--- config.mk ---
export PLATFORM = sky130hd
export DESIGN_NAME = evolve_ctrl
export DESIGN_NICKNAME = d
export VERILOG_FILES = /design/src/rtl/evolve_ctrl.sv
export SDC_FILE = /design/constraint.sdc
export NUM_CORES = 1
export LEC_CHECK = 0
export ABC_CLOCK_PERIOD_IN_PS = 3350
export CAP_MARGIN = 40
export CELL_PAD_IN_SITES_DETAIL_PLACEMENT = 0
export CELL_PAD_IN_SITES_GLOBAL_PLACEMENT = 2
export CORE_ASPECT_RATIO = 0.6
export CORE_MARGIN = 5
export CORE_UTILIZATION = 29
export CTS_BUF_LIST = sky130_fd_sc_hd__clkbuf_4 sky130_fd_sc_hd__clkbuf_8 sky130_fd_sc_hd__clkbuf_16
export DETAILED_ROUTE_END_ITERATION = 10
export GPL_TIMING_DRIVEN = 0
export PLACE_DENSITY_LB_ADDON = 0.1
export SYNTH_ARGS = -nofsm -noshare
export SYNTH_HDL_FRONTEND = slang
export SYNTH_SLANG_ARGS = --single-unit
export TNS_END_PERCENT = 1
--- constraint.sdc ---
create_clock -name clk_in -period 3.35 [get_ports clk_in]
set_input_delay 0.8375 -clock clk_in [delete_from_list [all_inputs] [get_ports clk_in]]
set_output_delay 0.8375 -clock clk_in [all_outputs]
set_load 0.01 [all_outputs]
--- src/rtl/evolve_ctrl.sv ---
// Creature evolution controller: accumulates battle XP and hands evolutions
// to a downstream animation stage through a start/done handshake.
module evolve_ctrl #(
  parameter logic [9:0] EVO_XP    = 10'd100,
  parameter logic [1:0] MAX_STAGE = 2'd2
) (
  input  logic       clk_in,
  input  logic       rst_in,
  input  logic       load_in,
  input  logic [7:0] base_sprite_in,
  input  logic       win_in,
  input  logic [7:0] xp_gain_in,
  input  logic       evolve_done_in,
  output logic       evolve_start_out,
  output logic [7:0] sprite_out,
  output logic [9:0] xp_out,
  output logic [1:0] stage_out,
  output logic       busy_out
);

  typedef enum logic [1:0] {IDLE, CHECK, EVOLVING, COMMIT} state_t;

  state_t     state, state_d;
  logic [9:0] xp, xp_d, pending, pending_d;
  logic [7:0] sprite, sprite_d;
  logic [1:0] stage, stage_d;
  logic       start, start_d, busy;
  logic       evolve_ok;

  function automatic logic [9:0] sat_xp(input logic [11:0] v);
    return (v > 12'd1023) ? 10'h3FF : v[9:0];
  endfunction

  function automatic logic [7:0] sat_inc8(input logic [7:0] v);
    return (v == 8'hFF) ? v : v + 8'd1;
  endfunction

  assign evolve_ok = (xp >= EVO_XP) && (stage < MAX_STAGE);

  // State and registered outputs
  always_ff @(posedge clk_in) begin
    if (!rst_in) begin
      state   <= IDLE;
      xp      <= '0;
      pending <= '0;
      sprite  <= '0;
      stage   <= '0;
      start   <= 1'b0;
      busy    <= 1'b0;
    end else begin
      state   <= state_d;
      xp      <= xp_d;
      pending <= pending_d;
      sprite  <= sprite_d;
      stage   <= stage_d;
      start   <= start_d;
      busy    <= (state_d != IDLE);
    end
  end

  always_comb begin
    state_d = state;
    if (load_in) begin
      state_d = IDLE;
    end else begin
      case (state)
        IDLE:     if (win_in || pending != '0) state_d = CHECK;
        CHECK:    state_d = evolve_ok ? EVOLVING : IDLE;
        EVOLVING: if (evolve_done_in) state_d = COMMIT;
        COMMIT:   state_d = CHECK;
        default:  state_d = IDLE;
      endcase
    end
  end

  always_comb begin
    xp_d      = xp;
    pending_d = pending;
    sprite_d  = sprite;
    stage_d   = stage;
    start_d   = start;
    if (load_in) begin
      // Load wins over everything, including a same-cycle win
      sprite_d  = base_sprite_in;
      xp_d      = '0;
      pending_d = '0;
      stage_d   = '0;
      start_d   = 1'b0;
    end else begin
      case (state)
        IDLE: begin
          if (win_in) begin
            xp_d      = sat_xp({2'b0, xp} + {2'b0, pending} + {4'b0, xp_gain_in});
            pending_d = '0;
          end else if (pending != '0) begin
            xp_d      = sat_xp({2'b0, xp} + {2'b0, pending});
            pending_d = '0;
          end
        end
        CHECK: begin
          if (evolve_ok) begin
            xp_d    = xp - EVO_XP;
            start_d = 1'b1;
          end
        end
        EVOLVING: if (evolve_done_in) start_d = 1'b0;
        COMMIT: begin
          sprite_d = sat_inc8(sprite);
          stage_d  = stage + 2'd1;
        end
        default: ;
      endcase
      // Wins arriving while busy are parked until the FSM is back in IDLE
      if (state != IDLE && win_in)
        pending_d = sat_xp({2'b0, pending} + {4'b0, xp_gain_in});
    end
  end

  assign evolve_start_out = start;
  assign sprite_out       = sprite;
  assign xp_out           = xp;
  assign stage_out        = stage;
  assign busy_out         = busy;

endmodule

-- Word level (Yosys, flattened, before mapping)
Cells that the tools add are included.
- logic and storage cells: 66
- register bits after elaboration: 34
- bits of input ports: 21
- equality and inequality tests: 8
- reduce and logical (&&, ||, !) cells: 17
- multiplexer cells: 22
- add/subtract/negate cells: 6
- order comparisons: 5
- bitwise operators: 1
- operator list (kind ; number):
    10-bit two-way mux ; 10
    8-bit two-way mux ; 3
    11-bit by 10-bit > comparator with 1-bit output, second input constant ; 2
    10-bit one-hot mux with 2 select lines ; 1
    12-bit by 8-bit adder with 12-bit output ; 1
    12-bit by 10-bit > comparator with 1-bit output, second input constant ; 1
    2-bit nonzero test ; 6
    10-bit by 10-bit adder with 11-bit output ; 1
    10-bit by 8-bit adder with 11-bit output ; 1
    10-bit by 7-bit greater-or-equal comparator with 1-bit output, second input constant ; 1
    10-bit nonzero test ; 1
    10-bit by 7-bit subtractor with 10-bit output, second input constant ; 1
    8-bit by 1-bit adder with 8-bit output, second input constant ; 1
    8-bit equality test, second input constant ; 1
    2-bit two-way mux ; 4
    2-bit one-hot mux with 4 select lines ; 1
    2-bit inequality test, second input constant ; 3
    3-bit AND reduction ; 2
    2-bit equality test, second input constant ; 2
    2-bit AND reduction ; 2
    3-bit inequality test, second input constant ; 1
    3-bit nonzero test ; 1
    2-bit by 1-bit adder with 2-bit output, second input constant ; 1
    2-bit by 1-bit equality test with 1-bit output, second input constant ; 1
    8 further kinds ; 10

-- Logic depth before layout (Yosys ltp)
Gate-level depths: netlist of run 1.
- depth in word-level cells: 6
- depth in mapped cells: 15
- gate-level depth less buffers: 15

-- Worst setup path before layout of run 1
OpenSTA, ideal clock, no wires.
- kind: register to register
- start point: register xp[0] (netlist: xp_out[0])
- end point: register xp[3] (netlist: xp_out[3])
- arrival time: 3.325 ns
- path slack: -0.109 ns
- stages on the path, launching flop included: 16
- library setup time: 0.134 ns
- clock period less this slack: 3.459 ns
- path buffers: 0
- cell sequence: dfxtp_1 -> ha_1 -> inv_1 -> fa_1 -> nand2b_1 -> a21oi_2 -> a211oi_1 -> xnor2_1 -> ha_1 -> a21oi_1 -> o21ai_0 -> and3_1 -> a2111oi_1 -> nand4_2 -> a21oi_1 -> o22ai_1
- longest elaborated chain between the ends: 6
- elaborated cells between the ends (all ways): 15
- ends and longest elaborated chain (what ; RTL line ; text):
    start: declaration ; 24 ; logic [9:0] xp, xp_d, pending, pending_d;
    start signal: assignment ; 52 ; xp <= xp_d;
    10-bit by 10-bit adder with 11-bit output ; 93, 96 ;
    12-bit by 8-bit adder with 12-bit output / 11-bit by 10-bit > comparator with 1-bit output (equally long branches) ; 93, 31 ;
    12-bit by 10-bit > comparator with 1-bit output / 10-bit two-way mux (equally long branches) ; 31 ; return (v > 12'd1023) ? 10'h3FF : v[9:0];
    10-bit two-way mux, on equally long branches ; 31, 95 ;
    10-bit two-way mux ; 92 ; if (win_in) begin
    10-bit one-hot mux with 2 select lines ; 90 ; case (state)
Several ways; a longest one is shown, not always the timed one. The select of a mux whose other input is x is not followed.
A chain may end at the register's enable or synchronous reset.

-- Worst setup path after layout of run 1
- start point: register pending[0]
- end point: register xp[4] (netlist: xp_out[4])
- longest elaborated chain between the ends: 6
- elaborated cells between the ends (all ways): 12
- ends and longest elaborated chain (what ; RTL line ; text):
    start: declaration ; 24 ;
    start signal: assignment ; 53 ; pending <= pending_d;
    10-bit by 10-bit adder with 11-bit output ; 93, 96 ;
    12-bit by 8-bit adder with 12-bit output / 11-bit by 10-bit > comparator with 1-bit output (equally long branches) ; 93, 31 ;
    12-bit by 10-bit > comparator with 1-bit output / 10-bit two-way mux (equally long branches) ; 31 ;
    10-bit two-way mux, on equally long branches ; 31, 95 ;
    10-bit two-way mux ; 92 ;
    10-bit one-hot mux with 2 select lines ; 90 ;
Several ways; a longest one is shown, not always the timed one. The select of a mux whose other input is x is not followed.

==> run summary, run 1 <==
Between clock sinks in the finished design, the worst skew comes to 5.98 ps. The worst-case IR drop observed on VDD is 0.000197 V. After synthesis the netlist holds a flip-flop and latch count of 34. The hold-fix buffer count after cts came out at 0. Setup slack on the critical path of the routed design comes to -72.8 ps.

After synthesis, the cell types taking the most area are dfxtp_1 (23%), ha_1 (13%), o21ai_0 (5.4%). The path class of the tightest hold or removal check is register to register. Summed over all cells, the static leakage comes to 1.55 nW. The number of diodes added for antenna fixing is 0. The flow ran to the end, but the final reports show violations.

The vertical extent of the die came out at 88.1 um. The area share of the largest cell type after synthesis is 23.1%. The final reports fail on negative setup slack. Counting along the longest clock path gives a buffer depth of 2. For the worst setup path, the data arrival time is 3570 ps.

The max-cap violation count came out at 0. The synthesis-to-finish area growth is 35.9%. Dividing total power by cell area gives a power density of 301 nW/um^2.

The setup TNS is -365 ps. The TritonCTS clock tree is built. The routed wirelength normalized by instance count is 18.0 um.

Of all cell types, the one taking the most synthesized area is dfxtp_1. The worst-skew pair later-pin latency is 290 ps. Entering global routing, the biggest net connects 11 pins. The worst setup path is of the register to register kind. The detailed-router iteration count before antenna repair came out at 5.

The root cell of the clock tree is clkbuf_16. The wire length of the first global-routing pass is 16.5 mm. The weighted congestion at the end of routability-driven global placement came out at 0.783. Counting I/O delays and the setup requirement, the final critical path takes 3420 ps.

Summed over all layers, the routed wires come to 10.1 mm. The layout net count is 480. Yosys instantiated no cell more often than nor2_1. The clock sink count came out at 34. Global routing finished with a remaining overflow of 0. The DRC marker count from the first detailed-route iteration came out at 231. The worst setup path is launched from a register.

Yosys mapped a number of flops with a built-in enable equal to 0. The post-synth design cell area came out at 2950 sq um. The remaining max-slew budget at the tightest pin came out at 48.0%. The number of antenna violations at the first check in global routing came to 0. The number of nets in the synthesized netlist came out at 420. The number of buffers created by CTS came out at 5.

The yosys synthesis warning count came out at 0. In this run, placement finished with an instance count of 543. Static timing analysis puts the maximum clock frequency at 0.292 GHz. The per-instance average area after synthesis came out at 8.05 sq um.

For this run, design rule violations remaining after detail routing come to 0. The highest net fanout along the worst path is 8. The initial core utilization is 29.8%. The total number of H-tree levels came out at 2. The final-report hold violation count is 0. In this run the core area contains 28 standard-cell rows. The half-perimeter wire length after detailed placement is 8.19 mm. The sequential area share after synthesis is 23.1%. The transition time at the pin with the least slew margin is 777 ps. In the synthesized netlist the async set-or-reset flop fraction comes to 0%. Clock-pin slew was measured on the worst setup and hold paths at 60 ps.

The die outline area came out at 12300 sq um. STA classifies the critical path endpoint as a register. By count the netlist is led by nor2_1 (37), dfxtp_1 (34), o21ai_0 (32). The count of nets left with antenna violations once routing finished came out at 0. The total area inside the core boundary comes to 9880 sq um. The number of I/O port buffers came out at 41. The final cell count without fillers came out at 562.

For this design the top-level I/O count stands at 43. The share of the cycle needed by the critical path after routing is 102%. The instance count of the mapped netlist is 366. For this run, the leading register cell type out of synthesis is dfxtp_1.

In this run, distinct cell masters in the synthesized netlist total 60. The final-report setup violation count is 8. The via-per-instance ratio came out at 5.23.

Data on the critical path is required at its endpoint by 3500 ps. The die boundary width came out at 140 um. The number of pins exceeding their max-slew limit in the final report is 0.

Setup repair after global routing could not meet its margin everywhere. The total track usage is 17.4%. The final route contains 2939 vias.

The post-route netlist has 16.4% of its cells at a drive strength greater than 1. The via count of the first global-routing pass is 2811.
[critical path, cell delays in order (launching register included)]
cell       delay (ps)
dfxtp_4           350
ha_4              160
inv_2              40
fa_2              380
nand2b_4          170
a21oi_4           180
a211oi_2           70
xnor2_2           210
ha_4              240
a21oi_2           160
o211ai_1          180
and3_4            210
a2111oi_4         350
nand4_4           290
a21oi_2           210
o22ai_1            80
[worst paths after layout]
path / start / to / slack, ps / cells past startpoint
setup reg to reg: pending[0] / xp_out[4] / -70 / 15
setup / recovery: pending[0] / xp_out[4] / -70 / 15
hold / removal: evolve_start_out / evolve_start_out / 500 / 2
hold reg to reg: evolve_start_out / evolve_start_out / 500 / 2
[report_power, final]
part	internal [mW]	switching [mW]
Combinational	0.128	0.146
Sequential	0.415	0.0196
Clock	0.303	0.192
Total	0.847	0.358
[kinds of logic after synthesis]
| group | count (synthesis) | synth area share, % |
|---|---|---|
| compound gates | 131 | 30.9 |
| xor+xnor | 24 | 7.13 |
| fa+ha+maj | 33 | 14.8 |
| buf+inv | 20 | 2.68 |
| flops | 34 | 23.1 |
| mux | 3 | 1.02 |
| simple gates | 121 | 20.4 |
[area by class of cell]
class | instances | area [sq um]
clock inverter | 1 | 5.00
timing repair buffer | 53 | 517
sequential | 34 | 702
multi-input combinational | 312 | 2390
inverter | 13 | 48.8
tap | 135 | 169
clock buffer | 7 | 146
buffer | 7 | 30.0
fill | 1049 | 5870
[routing by layer]
layer  wire [um]  track usage (%)
met5           0                0
met3         566             3.06
met2        3420             20.5
met1        6020             29.6
met4         125             5.01
[registers in the layout (all words and copies together) (netlist names)]
| signal | cells |
|---|---|
| pending | 10 |
| state | 2 |
| sprite_out | 8 |
| stage_out | 2 |
| evolve_start_out | 1 |
| busy_out | 1 |
| xp_out | 10 |
[cells in the final DEF (no fill, tap or decap), types with 4 or more instances in the layout]
master           count
a21o_1               7
a21oi_1             17
a21oi_2              9
a31oi_1              8
and2_1              10
buf_4               11
clkbuf_1             6
clkbuf_16            5
clkdlybuf4s50_1     41
dfxtp_1             27
dfxtp_4              5
ha_1                26
ha_4                 4
inv_1               12
nand2_1             22
nand2b_1             8
nand3_1             10
nand4_1              5
nor2_1              36
nor2b_1              4
nor3_1               8
o211ai_1             4
o21a_1               9
o21ai_0             28
o221a_2              4
o22ai_1             10
xnor2_1             15
xor2_1               7
[stage by stage]
stage                     setup slack, ps  util [%]  instance area, sq um  power (mW)  hold slack [ps]
after floorplan                      27.8         -                  2970       0.587              499
after global placement               -670      35.9                  3550       0.689              484
after detailed placement             -729      36.0                  3560       0.692              494
after CTS                           -89.6      40.1                  3970        1.21              505
after global routing                 -230      40.5                  4010        1.27              565
final                               -72.8      40.5                  4010        1.20              499
[repair_timing]
action | CTS | global route
setup endpoints to repair | 15 | 14
setup buffers | 10 | 1
pin swaps | 25 | 12
resized for setup | 42 | 6
No activity file was read; power rests on OpenSTA's default activity.
==> run 2: changes to the inputs <==
--- a/config.mk
+++ b/config.mk
@@ -16,6 +16,7 @@
 export DETAILED_ROUTE_END_ITERATION = 10
 export GPL_TIMING_DRIVEN = 0
 export PLACE_DENSITY_LB_ADDON = 0.1
+export SLEW_MARGIN = 20
 export SYNTH_ARGS = -nofsm -noshare
 export SYNTH_HDL_FRONTEND = slang
 export SYNTH_SLANG_ARGS = --single-unit
==> run 2 against run 1 <==
Net effect: largest power group unchanged; register-to-register slack worse by 20 ps; core utilization down 0.15 points; the run still ends with negative setup slack left; combinational power is essentially flat; flip-flop and latch count unchanged; fmax is 0.48% lower; power increased by 0.14%; hold slack improved by 3.1 ps; count of clock-buffer cells in the layout unchanged; sequential power barely moved; die area unchanged.
==> run summary, run 2 (synthesis gave the netlist of run 1 again) <==
The detailed-route wire length came out at 10.3 mm (+1.2%). The number of I/O port buffers is 41 (unchanged). The run finished, with violations left.

The net switching power came out at 0.363 mW (+1.4%). The vertical extent of the die is 88.1 um (unchanged). The leakage power summed over all cells came to 1.56 nW (+0.48%). The via-per-instance ratio was 5.25 (+0.40%). The share of the cycle needed by the critical path after routing came to 103% (+0.49 points). The number of cell rows is 28 (unchanged). The share of cells above drive strength 1 came out at 16.0% (-0.38 points). The clock share of power was 41.4% (+0.3 points). The min-delay analysis places its worst path in the category register to register. The data arrival time at the worst-slack endpoint came out at 3590 ps (+20 ps). The max-cap violation count is 0 (unchanged).

The element type at the critical path end is a register. The placed cell area is 3550 sq um (-0.21%). The switching power share of the total came out at 30.1% (+0.36 points). In this run the clock root is driven by a clkbuf_16. The detailed-router iteration count before antenna repair came to 4 (-1). The met1 track utilization from global routing came out at 30.0% (+0.37 points).

The power density normalized to cell area came to 302 nW/um^2 (+0.52%). Setup repair after global routing could not meet its margin everywhere. The TritonCTS clock tree is built.

The total number of vias is 2977 (+1.3%). The core area is 9880 sq um (unchanged). The DRC marker count from the first detailed-route iteration is 197 (-15%).

The worst-skew pair later-pin latency came out at 290 ps (about the same). The most congested layer reported by global routing is met1. The startpoint of the worst-slack reg-to-reg timing path is xp_out[0]. The total track usage is 17.4% (+0.019 points).

The largest vdd supply drop was 0.000175 V (-11%). The end-of-flow core utilization was 40.4% (-0.15 points). The die outline area is 12300 sq um (unchanged). Leaving out fill and tap cells, the most frequent cells in the layout are clkdlybuf4s50_1 (41), nor2_1 (37), o21ai_0 (28). The die boundary width came out at 140 um (unchanged).

Leaving out fill and tap cells, the most frequent cell in the layout is clkdlybuf4s50_1. The proportion of power drawn by combinational gates is 22.5% (-0.3 points). The routed wirelength normalized by instance count came out at 18.1 um (+0.32%). The global-route congestion overflow total was 0 (unchanged).

The clock skew is 4.79 ps (-1.19 ps). The final-report hold violation count was 0 (unchanged). The final reports fail on negative setup slack. The final-layout fill cell count came to 1034 (-1.4%). The transition time at the pin with the least slew margin was 786 ps (+8.85 ps).

The clock sink count is 34 (unchanged). The final antenna-violating net count came out at 0 (unchanged). The weighted congestion at the end of routability-driven global placement came out at 0.783 (unchanged). The number of pins exceeding their max-slew limit in the final report is 0 (unchanged).

The internal power contribution came out at 0.844 mW (-0.37%). The hold-fix buffer count after cts is 0 (unchanged). The final-report setup violation count came out at 8 (unchanged). The remaining max-slew budget at the tightest pin came out at 47.4% (-0.64 points). The number of antenna violations at the first check in global routing was 0 (unchanged). The half-perimeter wire length after detailed placement is 8.15 mm (-0.42%). The maximum number of pins on one net before global-route repair came out at 11 (unchanged). The register cell area after layout was 702 sq um (unchanged). The routing usage on met3 came out at 2.95% (-0.11 points). The minimum clock period after layout was 3440 ps (+16.5 ps). The sequential share of power is 36.1% (about the same). The synthesis-to-finish area growth is 35.4%. The worst path setup slack after routing is -89.3 ps (-16.5 ps).

The initial core utilization came out at 29.8% (unchanged). The number of buffers created by CTS is 5 (unchanged). The total number of H-tree levels is 2 (unchanged). The via count of the first global-routing pass is 2839 (+1.0%). In this run the most critical hold path is launched from evolve_start_out. The maximum count of clock buffers along a single path is 2 (unchanged). The wire length of the first global-routing pass came out at 16.5 mm (+0.16%).

The layout net count came out at 484 (+0.83%). The final standard cell area without fillers is 3990 sq um (-0.37%). The final routed DRC violation total came out at 0 (unchanged). STA classifies the critical path startpoint as a register. The area of combinational cells with multiple inputs came out at 2360 sq um (-1.2%). The met2 usage came out at 20.3% (-0.22 points). The worst setup path is of the register to register kind. The fmax is 0.291 GHz (-0.48%). The CTS clock-pin slew for the worst setup and hold paths is 60 ps (about the same). The highest net fanout along the worst path is 8 (unchanged). The worst path required time came to 3500 ps (about the same).

The I/O pin count came out at 43 (unchanged). The critical path starts at xp_out[0].
-- run 2: power by group through the flow --
stage               registers, mW  logic, mW  clock network (mW)
global route                0.437      0.301               0.526
floorplan                   0.445      0.143                   0
finish                      0.435      0.272               0.499
detailed placement          0.446      0.245                   0
CTS                         0.435      0.268               0.510
global placement            0.446      0.243                   0
-- run 2: worst max-delay path, cell delays in order, from the launching register on --
cell	delay [ps]
dfxtp_4	360
ha_4	160
inv_2	40
fa_2	350
nand2b_4	170
a21oi_4	180
a211oi_2	70
xnor2_1	210
ha_1	310
a21oi_2	180
o211ai_1	180
and3_4	220
a2111oi_4	270
nand4_4	280
a21oi_2	220
o22ai_1	90
-- run 2: through the flow --
| stage | power (mW) | std cells | setup WS (ps) | hold WS [ps] | setup TNS, ps |
|---|---|---|---|---|---|
| floorplan | 0.587 | 366 | 27.8 | 499 | 0 |
| global placement | 0.689 | 542 | -670 | 484 | -9240 |
| detailed placement | 0.691 | 543 | -723 | 483 | -9330 |
| CTS | 1.21 | 566 | -93.5 | 497 | -624 |
| global route | 1.26 | 566 | -310 | 531 | -2320 |
| finish | 1.21 | 567 | -89.3 | 502 | -498 |
-- run 2: routing by layer --
layer	routed length [um]	part of all wire (%)
met5	0	0
met1	6250	61
met4	110	1.1
met2	3480	34
met3	423	4.1
-- run 2: area by class of cell --
cell class | instances | share of cell area, %
Inverter | 13 | 1.22
Antenna cell | 1 | 0.0627
Tap cell | 135 | 4.23
Sequential cell | 34 | 17.6
Clock inverter | 1 | 0.125
Timing Repair Buffer | 57 | 13.2
Multi-Input combinational cell | 312 | 59.1
Buffer | 7 | 0.753
Clock buffer | 7 | 3.67
-- run 2: path summary, 6_finish.rpt --
check / to / slack (ps) / depth (start not counted)
worst min register to register: evolve_start_out / 500 / 2
worst min-delay path: evolve_start_out / 500 / 2
worst max-delay path: xp_out[3] / -90 / 15
worst max register to register: xp_out[3] / -90 / 15
-- run 2: timing repair --
item                                    4_1_cts  5_1_grt
resized for setup                            38        6
endpoints found under the setup margin       15       14
setup buffers                                15        0
pin swaps                                    29       10
==> run 3: changes to the inputs <==
--- a/config.mk
+++ b/config.mk
@@ -5,13 +5,13 @@
 export SDC_FILE = /design/constraint.sdc
 export NUM_CORES = 1
 export LEC_CHECK = 0
-export ABC_CLOCK_PERIOD_IN_PS = 3350
+export ABC_CLOCK_PERIOD_IN_PS = 4300
 export CAP_MARGIN = 40
 export CELL_PAD_IN_SITES_DETAIL_PLACEMENT = 0
 export CELL_PAD_IN_SITES_GLOBAL_PLACEMENT = 2
 export CORE_ASPECT_RATIO = 0.6
 export CORE_MARGIN = 5
-export CORE_UTILIZATION = 29
+export CORE_UTILIZATION = 35
 export CTS_BUF_LIST = sky130_fd_sc_hd__clkbuf_4 sky130_fd_sc_hd__clkbuf_8 sky130_fd_sc_hd__clkbuf_16
 export DETAILED_ROUTE_END_ITERATION = 10
 export GPL_TIMING_DRIVEN = 0
@@ -20,4 +20,3 @@
 export SYNTH_ARGS = -nofsm -noshare
 export SYNTH_HDL_FRONTEND = slang
 export SYNTH_SLANG_ARGS = --single-unit
-export TNS_END_PERCENT = 1
==> constraint.sdc (replaced) <==
create_clock -name clk_in -period 4.3 [get_ports clk_in]
set_input_delay 1.075 -clock clk_in [delete_from_list [all_inputs] [get_ports clk_in]]
set_output_delay 1.075 -clock clk_in [all_outputs]
set_load 0.01 [all_outputs]
==> run 3 against run 2 <==
Net effect: the run now ends clean; power down 27%; global-route usage increased by 0.62 points; combinational power shrank 31%; critical endpoint is now xp_out[4].
==> run summary, run 3 (synthesis gave the netlist of run 1 again) <==
The I/O pin count was 43 (unchanged). The total number of H-tree levels came to 2 (unchanged). The final-report setup violation count is 0 (-8).

Setup repair after global routing left no endpoint under its margin. The final-report hold violation count is 0 (unchanged). The worst hold path terminates at evolve_start_out. The weighted congestion at the end of routability-driven global placement is 0.863 (+10%). The final routed DRC violation total came out at 0 (unchanged). The transition time at the pin with the least slew margin is 856 ps (+70.8 ps).

The clock skew came out at 1.65 ps (-3.15 ps). The data arrival time at the worst-slack endpoint was 4150 ps (+560 ps). The startpoint identified for the worst register-to-register timing path is pending[1]. The number of antenna violations at the first check in global routing is 0 (unchanged). The number of cell rows is 25 (-11%). The worst reg2reg path endpoint is xp_out[4]. The total number of vias is 2912 (-2.2%). The via count of the first global-routing pass is 2651 (-6.6%). The leakage power summed over all cells was 1.46 nW (-6.4%).

The top cell types in the final layout, fill and taps aside, are clkdlybuf4s50_1 (41), nor2_1 (37), dfxtp_1 (34). The DRC marker count from the first detailed-route iteration is 281 (+43%). The number of diodes added for antenna fixing is 0 (-1). The switching power share of the total is 29.6% (-0.42 points).

The register-to-register setup slack came to 290 ps (+380 ps). The detailed-route wire length was 9.11 mm (-11%). The worst setup path is captured at a register. The maximum number of pins on one net before global-route repair was 11 (unchanged).

The worst min-delay path startpoint is evolve_start_out. The highest net fanout along the worst path is 8 (unchanged). The clock sink count came out at 34 (unchanged).

TritonCTS built the clock tree. The layout net count came to 469 (-3.1%). The CTS clock-pin slew for the worst setup and hold paths came out at 60 ps (about the same). The worst setup path is of the register to register kind. The share of the cycle needed by the critical path after routing is 93.2% (-9.5 points).

The number of buffers created by CTS is 5 (unchanged). The worst path required time is 4450 ps (+950 ps). The number of pins exceeding their max-slew limit in the final report came out at 0 (unchanged). The final antenna-violating net count came to 0 (unchanged). The initial core utilization is 36.7% (+6.8 points). The max-cap violation count is 0 (unchanged). The power density normalized to cell area is 242 nW/um^2 (-20%).

The routed wirelength normalized by instance count came to 17.4 um (-3.8%). The worst-skew pair later-pin latency is 280 ps (about the same). The number of I/O port buffers came out at 41 (unchanged). The proportion of power drawn by combinational gates came out at 21.1% (-1.4 points). The fmax is 0.250 GHz (-14%). The total track usage came to 18.0% (+0.62 points). The clock share of power is 40.4% (-1.0 points). The half-perimeter wire length after detailed placement is 7.38 mm (-9.5%). The run finished with clean final reports. The via-per-instance ratio was 5.57 (+6.0%). The internal power contribution is 0.622 mW (-26%). The global-route congestion overflow total is 0 (unchanged). The sequential share of power came to 38.4% (+2.3 points). The core area came out at 8040 sq um (-19%). The root cell of the clock tree is clkbuf_16. The remaining max-slew budget at the tightest pin is 42.2% (-5.2 points). The die outline area was 10400 sq um (-16%). The final-layout fill cell count came out at 809 (-22%).

The setup TNS is 0 ps (+498 ps). The leading cell type in the layout, fill and taps excluded is clkdlybuf4s50_1. The net switching power was 0.262 mW (-28%). The minimum clock period after layout is 4010 ps (+567 ps). The largest vdd supply drop was 0.000134 V (-23%). The maximum count of clock buffers along a single path is 2 (unchanged). The end-of-flow core utilization came to 45.4% (+5.0 points). The wire length of the first global-routing pass was 14.4 mm (-13%). The hold-fix buffer count after cts was 0 (unchanged). The detailed-router iteration count before antenna repair came out at 4 (unchanged). The vertical extent of the die came out at 81.1 um (-8.0%). The cell count of the worst hold path came out at 2 (unchanged).

The worst setup path is launched from a register. The share of cells above drive strength 1 came to 5.78% (-10 points). The cell count of the worst reg-to-reg path came out at 14 (-1). The die boundary width came out at 128 um (-8.3%). The path class of the tightest hold or removal check is register to register. The synthesis-to-finish area growth came out at 23.8%.
[run 3: cell types whose count changed in the layout (fill, tap and decap cells not counted), moves of 2 or more]
cell,delta
a21oi_1,+9
a211oi_1,+2
dfxtp_4,-5
dfxtp_2,-2
o21ai_1,-2
ha_1,+3
o21ai_0,+4
o21ai_2,-2
ha_4,-3
dfxtp_1,+7
a21oi_2,-9
buf_4,-14
[run 3: area by class of cell]
class	instances	area, sq um	area share, %
clock buffer	5	125	3.43
sequential	34	681	18.7
clock inverter	2	10.0	0.274
multi-input combinational	312	2200	60.3
buffer	7	30.0	0.823
tap	108	135	3.70
timing repair buffer	42	418	11.5
inverter	13	48.8	1.34
[run 3: power groups by stage]
stage,combinational (mW),sequential (mW),clock [mW]
after floorplan,0.111,0.346,0
after global placement,0.184,0.347,0
after detailed placement,0.184,0.347,0
after CTS,0.185,0.340,0.362
after global routing,0.207,0.342,0.380
final,0.187,0.340,0.357
[run 3: repair_timing]
item | in CTS | in global routing
hold endpoints to repair | 0 | 0
gates resized for setup | 0 | 2
buffers inserted | 0 | 1
endpoints found under the setup margin | 0 | 8
[run 3: how the worst max path moves through the flow]
stage           endpoint  startpoint  slack [ps]  depth (start not counted)
2_1_floorplan  xp_out[3]   xp_out[0]         840                         15
3_3_place_gp   xp_out[2]  pending[0]          80                         15
3_5_place_dp   xp_out[2]  pending[0]         150                         15
4_1_cts        xp_out[2]  pending[0]         120                         15
5_1_grt        xp_out[2]  pending[0]          20                         16
6_report       xp_out[4]  pending[1]         290                         14
[run 3: metrics by stage]
stage          instance area (sq um)  setup WS [ps]  hold slack [ps]  total power [mW]  std cells
2_1_floorplan                   2950            841              499             0.457        366
3_3_place_gp                    3490           84.6              467             0.531        515
3_5_place_dp                    3490            146              482             0.531        515
4_1_cts                         3630            121              490             0.887        522
5_1_grt                         3650           22.2              530             0.928        523
6_report                        3650            293              486             0.883        523
[run 3: metal layers]
layer  up-vias  share of wire [%]  global-route usage [%]
met5         -                  0                       0
met4         0               0.51                    2.54
met3         6                7.3                    4.07
met2        92                 34                    21.8
met1      1343                 58                    30.7
li1       1471                  -                       -
[run 3: worst max-delay path, cell delays in order, from the launching register on]
cell	delay, ps
dfxtp_1	460
ha_1	300
a211oi_1	350
nor2_1	130
o21a_1	210
o41a_1	340
xor2_1	250
ha_1	280
a21oi_1	190
nand2_1	60
o21ai_0	360
and3b_4	280
a211o_4	390
a21oi_1	170
o22ai_1	100
